$ cat src/rtl/hazard_pkg.sv
// Shared encodings and the shadow slot record for the hazard unit.
package hazard_pkg;

  localparam int SLOT_RW = 5;

  localparam logic [1:0] OPT_OTHER = 2'b00;
  localparam logic [1:0] OPT_ALU   = 2'b01;
  localparam logic [1:0] OPT_LOAD  = 2'b10;
  localparam logic [1:0] OPT_STORE = 2'b11;

  localparam logic [1:0] FWD_REG      = 2'b00;
  localparam logic [1:0] FWD_EX_ALU   = 2'b01;
  localparam logic [1:0] FWD_MEM_ALU  = 2'b10;
  localparam logic [1:0] FWD_MEM_LOAD = 2'b11;

  // Shadow copy of one pipeline slot; all-zero is a bubble.
  typedef struct packed {
    logic [SLOT_RW-1:0] rd;
    logic [1:0]         op;
    logic [SLOT_RW-1:0] rs2;
  } slot_t;

endpackage

$ cat src/rtl/hazard_fwd_sel.sv
// Forward source select for one ID operand; EX beats MEM.
module hazard_fwd_sel
  import hazard_pkg::*;
#(
  parameter int REG_W = 5
) (
  input  logic             rs_use,
  input  logic [REG_W-1:0] rs,
  input  logic [REG_W-1:0] ex_rd,
  input  logic [1:0]       ex_op,
  input  logic [REG_W-1:0] mem_rd,
  input  logic [1:0]       mem_op,
  output logic [1:0]       sel
);

  logic ex_hit, mem_hit;

  assign ex_hit  = (ex_rd  == rs) && (ex_rd  != '0);
  assign mem_hit = (mem_rd == rs) && (mem_rd != '0);

  // First match wins; an ALU in EX shadows any MEM producer.
  always_comb begin
    sel = FWD_REG;
    if (!rs_use)                            sel = FWD_REG;
    else if (ex_hit  && ex_op  == OPT_ALU)  sel = FWD_EX_ALU;
    else if (mem_hit && mem_op == OPT_ALU)  sel = FWD_MEM_ALU;
    else if (mem_hit && mem_op == OPT_LOAD) sel = FWD_MEM_LOAD;
  end

endmodule

$ cat src/rtl/hazard_unit.sv
// Load-use stall, branch flush and forward selects for a 5-stage RV32I
// pipeline with branches resolved in ID. EX/MEM/WB are tracked as shadow
// records fed from the ID decoder's hazard interface.
module hazard_unit
  import hazard_pkg::*;
#(
  parameter int REG_W = 5
) (
  input  logic             clk,
  input  logic             rst_n,
  input  logic [REG_W-1:0] rs1_ID,
  input  logic [REG_W-1:0] rs2_ID,
  input  logic [REG_W-1:0] rd_ID,
  input  logic             rs1use_ID,
  input  logic             rs2use_ID,
  input  logic [1:0]       hazard_optype_ID,
  input  logic             Branch_ID,
  output logic             PC_EN_IF,
  output logic             reg_FD_EN,
  output logic             reg_FD_flush,
  output logic             reg_DE_flush,
  output logic [1:0]       forward_ctrl_A,
  output logic [1:0]       forward_ctrl_B,
  output logic             forward_ctrl_ls
);

  slot_t            ex_q, mem_q;
  logic [REG_W-1:0] wb_rd;
  logic [1:0]       wb_op;
  logic             stall;

  logic [1:0][REG_W-1:0] rs_id;
  logic [1:0]            use_id;
  logic [1:0][1:0]       fwd;

  // Load in EX feeding an ID read that cannot be forwarded in time.
  // Store data (rs2) is exempt: it is picked up later in MEM.
  always_comb begin
    stall = 1'b0;
    if (ex_q.op == OPT_LOAD && ex_q.rd != '0) begin
      if (rs1use_ID && rs1_ID == ex_q.rd) stall = 1'b1;
      if (rs2use_ID && rs2_ID == ex_q.rd && hazard_optype_ID != OPT_STORE) stall = 1'b1;
    end
  end

  // Shadow pipeline: a stall injects a bubble into EX, MEM/WB always advance.
  always_ff @(posedge clk or negedge rst_n) begin
    if (!rst_n) begin
      ex_q  <= '0;
      mem_q <= '0;
      wb_rd <= '0;
      wb_op <= OPT_OTHER;
    end else begin
      wb_rd <= mem_q.rd;
      wb_op <= mem_q.op;
      mem_q <= ex_q;
      if (stall) ex_q <= '0;
      else       ex_q <= '{rd: rd_ID, op: hazard_optype_ID, rs2: rs2_ID};
    end
  end

  // Stall outranks branch: a stalled branch's operands are not valid yet.
  always_comb begin
    PC_EN_IF     = 1'b1;
    reg_FD_EN    = 1'b1;
    reg_FD_flush = 1'b0;
    reg_DE_flush = 1'b0;
    if (stall) begin
      PC_EN_IF     = 1'b0;
      reg_FD_EN    = 1'b0;
      reg_DE_flush = 1'b1;
    end else if (Branch_ID) begin
      reg_FD_flush = 1'b1;
    end
  end

  assign rs_id  = {rs2_ID, rs1_ID};
  assign use_id = {rs2use_ID, rs1use_ID};

  for (genvar g = 0; g < 2; g++) begin : g_fwd
    hazard_fwd_sel #(.REG_W(REG_W)) u_sel (
      .rs_use (use_id[g]),
      .rs     (rs_id[g]),
      .ex_rd  (ex_q.rd),
      .ex_op  (ex_q.op),
      .mem_rd (mem_q.rd),
      .mem_op (mem_q.op),
      .sel    (fwd[g])
    );
  end

  assign forward_ctrl_A = fwd[0];
  assign forward_ctrl_B = fwd[1];

  // Store in MEM whose data register is being loaded by the WB slot.
  assign forward_ctrl_ls = (mem_q.op == OPT_STORE) && (wb_op == OPT_LOAD) &&
                           (wb_rd == mem_q.rs2) && (mem_q.rs2 != '0);

endmodule

$ cat config.mk
export PLATFORM = sky130hd
export DESIGN_NAME = hazard_unit
export DESIGN_NICKNAME = d
export VERILOG_FILES = /design/src/rtl/hazard_pkg.sv /design/src/rtl/hazard_fwd_sel.sv /design/src/rtl/hazard_unit.sv
export SDC_FILE = /design/constraint.sdc
export NUM_CORES = 1
export LEC_CHECK = 0
export BUFFER_PORTS_ARGS = -buffer_cell sky130_fd_sc_hd__buf_4
export CORE_ASPECT_RATIO = 0.6
export CORE_UTILIZATION = 55
export CTS_CLUSTER_DIAMETER = 50
export CTS_CLUSTER_SIZE = 16
export DETAILED_ROUTE_END_ITERATION = 16
export GPL_TIMING_DRIVEN = 1
export PLACE_DENSITY = 0.8
export SYNTH_ARGS = -nofsm -noshare
export SYNTH_HDL_FRONTEND = slang
export SYNTH_SLANG_ARGS = --single-unit
$ cat constraint.sdc
create_clock -name clk -period 4.81 [get_ports clk]
set_input_delay 0.962 -clock clk [delete_from_list [all_inputs] [get_ports clk]]
set_output_delay 0.962 -clock clk [all_outputs]
set_load 0.02 [all_outputs]
==> impl_metrics.py, run 1 <==
metrics = {
    "run_status": {
        "outcome": "finished, final reports clean",
    },
    "power_and_ir_drop": {
        "power_switching_share_pct": 24.2,
        "internal_power_uw": 439,
        "power_frac_clock_pct": 39.4,
        "seq_pwr_share_pct": 49.7,
        "total_switching_power_uw": 140,
        "ir_worst_vdd_uv": 194,
        "power.density_cell_area_nw_per_um2": 329,
        "pwr-share-comb_pct": 10.9,
        "static-leakage-power_uw": 0.000744,
    },
    "logic_synthesis": {
        "dominantRegCellSynth": "dfrtp_1",
        "synth_seq_area_share_pct": 55.0,
        "synth_register_bits": 31,
        "synth-async-reset-ratio_pct": 100,
        "synth.lib_cells_used.distinct": 27,
        "ys_top_cells_by_area": "dfrtp_1, xnor2_1, nor3b_2, nor3b_1, xor2_1",
        "yosys.area.top_type": "dfrtp_1",
        "syn_inst": 106,
        "synth_enable_flop_cells": 0,
        "ys_top_cells_by_count": "dfrtp_1, xnor2_1, nor3b_2, nor3b_1, xor2_1",
        "synth_top_area_share_pct": 55.0,
        "syn_area_sq_um": 1410,
        "yosys_warnings": 0,
        "synth_fp_nets": 128,
        "yosysMostFrequentCell": "dfrtp_1",
        "postSynthAreaPerCell_sq_um": 13.3,
    },
    "timing": {
        "setup_repair_after_global_routing_missed_its_margin": "false",
        "setup_viol": 0,
        "max-slew-margin-rel_pct": 70.5,
        "tightest_slew_ns": 0.438,
        "final_hold_viol_count": 0,
        "fin_worst_skew_ns": 0.00780,
        "post-route-min-period_ns": 3.16,
        "report.final.slew_viol_count": 0,
        "final.period_utilization_pct": 65.6,
        "clock.fmax_ghz": 0.317,
        "setup_tns_ns": 0,
    },
    "drt": {
        "drt-vias-per-instance": 5.42,
        "routed_wl_mm": 2.99,
        "met1_wire_length_mm": 1.37,
        "dr_wl_met3_um": 161,
        "routed_wire_length_per_instance_um": 17.3,
        "drcViolationCount": 0,
        "drt-initial-drc-count": 53,
        "drtPass1Iterations": 4,
        "ant_nets": 0,
        "routed.top_layer": "met4",
        "dr_total_vias": 938,
        "dr_wl_met2_mm": 1.41,
    },
    "cells_and_area": {
        "filler_cell_count": 150,
        "post_route_cells_drive_above_1_share_pct": 37.8,
        "finalNetCount": 164,
        "instances_no_fill": 173,
        "num_antenna_cells": 0,
        "syn_to_final_growth_pct": 24.8,
    },
    "clocking": {
        "post_cts_resized": 0,
        "cts.repair_timing.setup_buffer_count": 0,
        "clock_pin_slew_on_the_worst_setup_and_hold_paths_ns": 0.07,
        "cts-root-buf": "clkbuf_8",
        "clock-sinks": 31,
        "cts_hold_repair_buffers": 0,
        "clock_tree_from_tritoncts": "yes",
        "clock_tree.htree_level_count": 2,
        "clockBufferDepth": 2,
        "clock_latency_ns": 0.28,
        "cts-buffers-inserted": 5,
    },
    "setup_path": {
        "critPathCaptureType": "output port",
        "r2r_end": "ex_q[1]",
        "critical_path_required_ns": 3.85,
        "r2r_start": "ex_q[7]",
        "r2r_setup_slack_ns": 2.84,
        "r2r.worst_path.cells": 5,
        "critical_path_peak_fanout": 15,
        "cpMaxStageDelayCell": "or4_4",
        "timing.setup.critical_path_class": "flop to output port",
        "slowest_delay_ns": 0.58,
        "crit_path_cell_trace": "or4_4, a21oi_2, nor3_2, buf_4, or2_1, buf_4",
        "cpMostUsedCell": "buf_4",
        "arrival_ns": 2.20,
        "cp-start-kind": "flop",
    },
    "hold_path": {
        "worstHoldPathType": "flop to flop",
        "timing.hold.worst.start": "ex_q[3]",
        "hold_end": "mem_q[3]",
        "whs_path_depth": 0,
    },
    "die": {
        "design.core.area_sq_um": 2290,
        "dieArea_sq_um": 2780,
        "ioPinCount": 31,
        "die_height_um": 41.2,
        "rows": 13,
        "die_x_um": 67.4,
        "initial_utilization_pct": 61.5,
    },
    "placement": {
        "dp_hpwl_mm": 2.11,
        "post-place-cells": 165,
        "globalplace.congestion": 0.941,
        "port_buffers": 30,
    },
    "global_routing": {
        "grt_start_max_net_pins": 32,
        "antenna_found_initial": 0,
        "overall_routing_resource_usage_pct": 24.8,
        "grt_remaining_overflow": 0,
        "vias_in_the_first_global_route": 884,
        "wire_length_of_the_first_global_routing_pass_mm": 4.33,
    },
    "flow_run": {
        "max-cap-violations": 0,
    },
}
-- registers in the layout (all words and copies together) (netlist names) --
name	count
ex_q	12
mem_q	12
wb_op	2
wb_rd	5
-- through the flow --
| stage | util [%] | area, sq um | total power (uW) | worst slack [ns] | hold slack (ns) |
|---|---|---|---|---|---|
| final | 76.7 | 1760 | 578 | 1.65 | 0.348 |
| after floorplan | - | 1410 | 322 | 1.70 | 0.331 |
| after global placement | 72.2 | 1660 | 352 | 1.79 | 0.335 |
| after CTS | 76.7 | 1760 | 580 | 1.65 | 0.350 |
| after detailed placement | 72.2 | 1660 | 355 | 1.69 | 0.336 |
| after global routing | 76.7 | 1760 | 598 | 1.57 | 0.356 |
-- layer usage --
| layer | track usage [%] | up-vias |
|---|---|---|
| met1 | 29.2 | 451 |
| met4 | 13.8 | 0 |
| met2 | 40.3 | 35 |
| met3 | 9.44 | 10 |
| met5 | 0 | - |
| li1 | - | 442 |
-- logic make-up (layout without fill, tap and decap cells) --
family	Yosys count	in the layout	share of synthesized area (%)
AND/OR/NAND/NOR	43	43	23.1
flip-flops	31	31	55.0
XOR/XNOR	23	23	14.3
AO/OA/AOI/OAI	6	6	5.32
buffers and inverters	3	40	2.31
-- how the worst max path moves through the flow --
stage | startpoint | endpoint | slack (ns) | cells after the start
6_report | ex_q[7] | reg_DE_flush | 1.65 | 6
5_1_grt | rs1_ID[2] | reg_DE_flush | 1.57 | 7
3_3_place_gp | rs1_ID[0] | reg_DE_flush | 1.79 | 7
3_5_place_dp | rs1_ID[2] | reg_DE_flush | 1.69 | 7
2_1_floorplan | rs2_ID[4] | reg_FD_EN | 1.70 | 6
4_1_cts | ex_q[7] | reg_FD_flush | 1.65 | 6
-- power groups by stage --
stage	Clock, uW	Combinational, uW	Sequential [uW]
floorplan	0	33.7	288
global placement	0	60.6	291
detailed placement	0	62.3	292
CTS	230	63.2	288
global route	241	68.0	289
finish	228	63.1	288
-- worst max-delay path: cells and delay by family, from the launching register on --
kind	cells	cell delay, ns
simple gates	3	0.88
flops	1	0.45
buf+inv	2	0.37
compound gates	1	0.22
-- placed cells by master (no fill, tap or decap) --
| cell type | n |
|---|---|
| or2_1 | 1 |
| clkbuf_8 | 7 |
| clkinvlp_4 | 1 |
| nand2_1 | 2 |
| buf_4 | 32 |
| nand2b_1 | 1 |
| a21oi_2 | 1 |
| or4_1 | 1 |
| nor4_1 | 4 |
| nor3_1 | 3 |
| a22o_1 | 2 |
| xor2_1 | 5 |
| a2111oi_4 | 1 |
| a21oi_4 | 1 |
| or4_4 | 1 |
| xnor2_1 | 18 |
| nor3b_2 | 9 |
| nor3_2 | 1 |
| a21oi_1 | 1 |
| nor3b_1 | 6 |
| nor2_1 | 4 |
| nand4_1 | 4 |
| and2_1 | 2 |
| nor2b_1 | 2 |
| dfrtp_1 | 31 |
| nand3_1 | 1 |
| nand4b_1 | 1 |
-- cell type report --
cell class,count,area [sq um],share of cell area (%)
clock buffers,7,96.3,5.48
well taps,30,37.5,2.13
clock inverters,1,7.51,0.427
repair buffers,32,240,13.7
multi-input cells,72,602,34.2
flip-flops and latches,31,776,44.1
Power figures use the tool's default switching activity.
==> run 2: changes to the inputs <==
--- a/config.mk
+++ b/config.mk
@@ -7,12 +7,12 @@
 export LEC_CHECK = 0
 export BUFFER_PORTS_ARGS = -buffer_cell sky130_fd_sc_hd__buf_4
 export CORE_ASPECT_RATIO = 0.6
-export CORE_UTILIZATION = 55
+export CORE_UTILIZATION = 47
 export CTS_CLUSTER_DIAMETER = 50
 export CTS_CLUSTER_SIZE = 16
 export DETAILED_ROUTE_END_ITERATION = 16
 export GPL_TIMING_DRIVEN = 1
-export PLACE_DENSITY = 0.8
+export PLACE_DENSITY = 0.72
 export SYNTH_ARGS = -nofsm -noshare
 export SYNTH_HDL_FRONTEND = slang
 export SYNTH_SLANG_ARGS = --single-unit
==> constraint.sdc (replaced) <==
create_clock -name clk -period 2.76 [get_ports clk]
set_input_delay 0.552 -clock clk [delete_from_list [all_inputs] [get_ports clk]]
set_output_delay 0.552 -clock clk [all_outputs]
set_load 0.02 [all_outputs]
==> run 2 against run 1 <==
  * Largest power group unchanged
  * Via count shrank 0.96%
  * Total power increased by 83%
  * Register-to-register slack got worse by 1.9 ns
  * Cell count is 6.9% higher
  * Die area is 16% higher
==> impl_metrics.py, run 2 (synthesis gave the netlist of run 1 again) <==
metrics = {
    "cells_and_area": {
        "syn_to_final_growth_pct": 27.7,
        "layout.cells.most_common_list": "buf_4, dfrtp_1, xnor2_1, nor3b_2",
        "num_antenna_cells": 0,
        "core_util_final_pct": 67.6,
        "finalNetCount": 166,
        "mostFrequentLayoutCell": "buf_4",
        "filler_cell_count": 210,
        "post_route_cells_drive_above_1_share_pct": 38.6,
        "largest_registers": "ex_q: 12 flops, mem_q: 12 flops, wb_rd: 5 flops",
    },
    "clocking": {
        "clock-sinks": 31,
        "cts-root-buf": "clkbuf_8",
        "clockBufferDepth": 2,
        "clock_tree_from_tritoncts": "yes",
        "cts-buffers-inserted": 5,
        "cts_hold_repair_buffers": 0,
        "post_cts_resized": 0,
        "cts.repair_timing.setup_buffer_count": 0,
        "clock_tree.htree_level_count": 2,
        "clock_latency_ns": 0.28,
        "clock_pin_slew_on_the_worst_setup_and_hold_paths_ns": 0.06,
    },
    "run_status": {
        "outcome": "finished, final reports clean",
    },
    "placement": {
        "port_buffers": 30,
        "globalplace.congestion": 0.932,
        "dp_hpwl_mm": 2.06,
    },
    "global_routing": {
        "wire_length_of_the_first_global_routing_pass_mm": 4.35,
        "grt_remaining_overflow": 0,
        "overall_routing_resource_usage_pct": 19.6,
        "vias_in_the_first_global_route": 964,
        "antenna_found_initial": 0,
        "grt_start_max_net_pins": 32,
    },
    "timing": {
        "report.final.slew_viol_count": 0,
        "final_hold_viol_count": 0,
        "clock.fmax_ghz": 0.385,
        "setup_tns_ns": 0,
        "fin_worst_skew_ns": 0.00256,
        "setup_viol": 0,
        "final.period_utilization_pct": 94.1,
        "setup_repair_after_global_routing_missed_its_margin": "false",
        "max-slew-margin-rel_pct": 74.8,
        "tightest_slew_ns": 0.378,
        "post-route-min-period_ns": 2.60,
    },
    "power_and_ir_drop": {
        "pwr-share-comb_pct": 10.1,
        "total_switching_power_uw": 230,
        "ir_worst_vdd_uv": 369,
        "power_switching_share_pct": 21.7,
        "internal_power_uw": 830,
        "seq_pwr_share_pct": 47.2,
        "power_frac_clock_pct": 42.7,
        "power.density_cell_area_nw_per_um2": 589,
        "static-leakage-power_uw": 0.000766,
    },
    "setup_path": {
        "r2r_end": "ex_q[0]",
        "r2r_start": "ex_q[7]",
        "critical_path_required_ns": 2.21,
        "critical_path_peak_fanout": 4,
        "critPathCaptureType": "output port",
        "cp-start-kind": "flop",
        "r2r_setup_slack_ns": 0.96,
        "arrival_ns": 2.04,
        "r2r.worst_path.cells": 5,
        "timing.setup.critical_path_class": "flop to output port",
    },
    "flow_run": {
        "max-cap-violations": 0,
    },
    "drt": {
        "drt-vias-per-instance": 5.02,
        "routed_wl_mm": 2.65,
        "drt-initial-drc-count": 63,
        "drcViolationCount": 0,
        "routed_wire_length_per_instance_um": 14.3,
        "dr_total_vias": 929,
        "ant_nets": 0,
        "drtPass1Iterations": 4,
    },
    "die": {
        "die_x_um": 72.7,
        "initial_utilization_pct": 53.0,
        "dieArea_sq_um": 3230,
        "ioPinCount": 31,
        "design.core.area_sq_um": 2660,
        "die_height_um": 44.4,
        "rows": 14,
    },
    "hold_path": {
        "worstHoldPathType": "input port to async pin",
    },
}
==> run 2: worst max-delay path by stage <==
stage	startpoint	to	slack, ns
4_1_cts	ex_q[10]	forward_ctrl_B[1]	0.18
3_5_place_dp	ex_q[7]	forward_ctrl_B[1]	0.51
6_report	ex_q[7]	forward_ctrl_B[1]	0.16
5_1_grt	ex_q[10]	forward_ctrl_B[1]	0.15
3_3_place_gp	rs2_ID[4]	reg_DE_flush	0.52
2_1_floorplan	ex_q[10]	reg_FD_EN	0.28
==> run 2: final cells by class <==
class | count | area (sq um) | share of cell area (%)
Timing Repair Buffer | 34 | 255 | 14.2
Tap cell | 40 | 50.0 | 2.78
Sequential cell | 31 | 776 | 43.1
Multi-Input combinational cell | 72 | 602 | 33.4
Clock inverter | 2 | 35.0 | 1.95
Clock buffer | 6 | 82.6 | 4.59
==> run 2: power by group through the flow <==
stage | logic [uW] | clock network, uW | registers (uW)
after detailed placement | 107 | 0 | 509
after global placement | 106 | 0 | 508
after global routing | 118 | 487 | 504
after CTS | 108 | 464 | 501
final | 107 | 452 | 501
after floorplan | 58.7 | 0 | 503
==> run 2: metrics by stage <==
| step | std cells | cell area (sq um) | total power, uW | hold slack [ns] | setup WS (ns) |
|---|---|---|---|---|---|
| CTS | 185 | 1800 | 1070 | 0.192 | 0.181 |
| global placement | 177 | 1680 | 614 | 0.338 | 0.524 |
| finish | 185 | 1800 | 1060 | 0.188 | 0.163 |
| floorplan | 106 | 1410 | 561 | 0.256 | 0.280 |
| global route | 185 | 1800 | 1110 | 0.212 | 0.151 |
| detailed placement | 177 | 1680 | 616 | 0.335 | 0.507 |
==> run 2: layer usage <==
| layer | routed length, um | GRT usage, % | vias up | part of all wire (%) |
|---|---|---|---|---|
| met3 | 162 | 6.83 | 3 | 6.1 |
| met4 | 21 | 8.63 | 0 | 0.79 |
| met5 | 0 | 0 | - | 0 |
| met1 | 1210 | 24.3 | 449 | 46 |
| met2 | 1250 | 31.6 | 32 | 47 |
| li1 | - | - | 445 | - |
==> run 2: critical path: stages, from the launching register on <==
cell and delay, ns:
dfrtp_1 0.45, or4_4 0.57, a21oi_4 0.18, nor3_1 0.10, nor3b_1 0.27, buf_4 0.19
==> run 3: changes to the inputs <==
--- a/config.mk
+++ b/config.mk
@@ -6,13 +6,15 @@
 export NUM_CORES = 1
 export LEC_CHECK = 0
 export BUFFER_PORTS_ARGS = -buffer_cell sky130_fd_sc_hd__buf_4
+export CELL_PAD_IN_SITES_DETAIL_PLACEMENT = 1
+export CELL_PAD_IN_SITES_GLOBAL_PLACEMENT = 1
 export CORE_ASPECT_RATIO = 0.6
-export CORE_UTILIZATION = 47
+export CORE_UTILIZATION = 38
 export CTS_CLUSTER_DIAMETER = 50
 export CTS_CLUSTER_SIZE = 16
 export DETAILED_ROUTE_END_ITERATION = 16
 export GPL_TIMING_DRIVEN = 1
-export PLACE_DENSITY = 0.72
+export PLACE_DENSITY = 0.73
 export SYNTH_ARGS = -nofsm -noshare
 export SYNTH_HDL_FRONTEND = slang
 export SYNTH_SLANG_ARGS = --single-unit
==> run 3 against run 2 <==
  * Clock power barely moved
  * Largest cell class unchanged
  * Wire length rose by 18%
  * Register-to-register slack barely moved
  * Global-route usage fell by 1.7 points
  * Cell count rose by 2.7%
==> impl_metrics.py, run 3 (synthesis gave the netlist of run 1 again) <==
metrics = {
    "run_status": {
        "outcome": "finished, final reports clean",
    },
    "timing": {
        "report.final.slew_viol_count": 0,
        "setup_repair_after_global_routing_missed_its_margin": "false",
        "max-slew-margin-rel_pct": 70.0,
        "setup_tns_ns": 0,
        "final.period_utilization_pct": 93.2,
        "post-route-min-period_ns": 2.57,
        "fin_worst_skew_ns": 0.00261,
        "clock.fmax_ghz": 0.389,
        "tightest_slew_ns": 0.445,
        "setup_viol": 0,
        "final_hold_viol_count": 0,
    },
    "drt": {
        "ant_nets": 0,
        "drt-vias-per-instance": 4.91,
        "dr_total_vias": 932,
        "drcViolationCount": 0,
        "routed_wl_mm": 3.13,
        "drtPass1Iterations": 2,
        "drt-initial-drc-count": 42,
        "routed_wire_length_per_instance_um": 16.5,
    },
    "hold_path": {
        "worstHoldPathType": "input port to async pin",
    },
    "placement": {
        "port_buffers": 30,
        "dpl-instance-area_sq_um": 1690,
        "dp_hpwl_mm": 2.51,
        "globalplace.congestion": 0.786,
    },
    "cells_and_area": {
        "largest_registers": "ex_q: 12 flops, mem_q: 12 flops, wb_rd: 5 flops",
        "num_antenna_cells": 0,
        "post_route_cells_drive_above_1_share_pct": 38.6,
        "mostFrequentLayoutCell": "buf_4",
        "final_area_sq_um": 1810,
        "finalNetCount": 166,
        "syn_to_final_growth_pct": 28.1,
        "layout.cells.most_common_list": "buf_4, dfrtp_1, xnor2_1, nor3b_2",
    },
    "die": {
        "initial_utilization_pct": 41.4,
        "rows": 16,
        "design.core.area_sq_um": 3400,
        "die_height_um": 49.2,
        "die_x_um": 80.6,
        "dieArea_sq_um": 3970,
        "ioPinCount": 31,
    },
    "clocking": {
        "clock_tree_from_tritoncts": "yes",
        "clock_latency_ns": 0.27,
        "cts-buffers-inserted": 5,
        "cts-root-buf": "clkbuf_8",
        "cts_hold_repair_buffers": 0,
        "clock_tree.htree_level_count": 2,
        "cts.repair_timing.setup_buffer_count": 0,
        "clock_pin_slew_on_the_worst_setup_and_hold_paths_ns": 0.06,
        "clockBufferDepth": 2,
        "post_cts_resized": 0,
        "clock-sinks": 31,
    },
    "setup_path": {
        "r2r.worst_path.cells": 5,
        "critPathCaptureType": "output port",
        "arrival_ns": 2.02,
        "critical_path_required_ns": 2.21,
        "cp-start-kind": "flop",
        "critical_path_peak_fanout": 5,
        "timing.setup.critical_path_class": "flop to output port",
    },
    "power_and_ir_drop": {
        "static-leakage-power_uw": 0.000766,
        "ir_worst_vdd_uv": 401,
        "power.density_cell_area_nw_per_um2": 588,
        "power.total_uw": 1060,
    },
    "global_routing": {
        "antenna_found_initial": 0,
        "wire_length_of_the_first_global_routing_pass_mm": 5.10,
        "vias_in_the_first_global_route": 980,
        "overall_routing_resource_usage_pct": 17.9,
        "grt_remaining_overflow": 0,
        "grt_start_max_net_pins": 32,
    },
    "flow_run": {
        "max-cap-violations": 0,
    },
}
## run 3: power breakdown
group	leakage [uW]	switching (uW)	internal, uW
registers	0.000362	23.1	479
clock network	0.0000612	159	292
logic	0.000343	49.8	59.0
total	0.000766	232	830
## run 3: critical path, stage by stage (launching register included)
cell and delay, ns:
dfrtp_1 0.45, or4_4 0.57, a21oi_2 0.18, nor3_2 0.09, buf_4 0.17, nor2_1 0.13
buf_4 0.16
## run 3: worst paths after layout
path | slack, ns | end | startpoint
setup / recovery | 0.19 | reg_FD_EN | ex_q[7]
hold / removal | 0.20 | wb_op[1] | rst_n
setup reg to reg | 0.95 | ex_q[1] | ex_q[7]
hold reg to reg | 0.35 | mem_q[0] | ex_q[0]
max in group asynchronous | 2.27 | mem_q[11] | rst_n
min in group clk | 0.35 | mem_q[0] | ex_q[0]
## run 3: final cells by class
| cell class | instances | area [sq um] |
|---|---|---|
| fillers | 365 | 1600 |
| flip-flops and latches | 31 | 776 |
| multi-input cells | 72 | 602 |
| repair buffers | 34 | 255 |
| clock buffers | 6 | 82.6 |
| well taps | 45 | 56.3 |
| clock inverters | 2 | 35.0 |
## run 3: metrics by stage
step | utilization, % | hold WS, ns | setup WS, ns | cells
after floorplan | - | 0.256 | 0.280 | 106
after global placement | 49.6 | 0.337 | 0.471 | 182
after detailed placement | 49.6 | 0.336 | 0.396 | 182
after CTS | 53.1 | 0.213 | 0.188 | 190
after global routing | 53.1 | 0.227 | 0.120 | 190
final | 53.1 | 0.202 | 0.189 | 190
## run 3: layer usage
layer | GRT usage (%) | share of wire [%] | vias to the layer above
met4 | 4.76 | 1.3 | 0
met5 | 0 | 0 | -
met2 | 28.5 | 47 | 20
met1 | 23.9 | 48 | 462
met3 | 5.05 | 3.3 | 4
li1 | - | - | 446
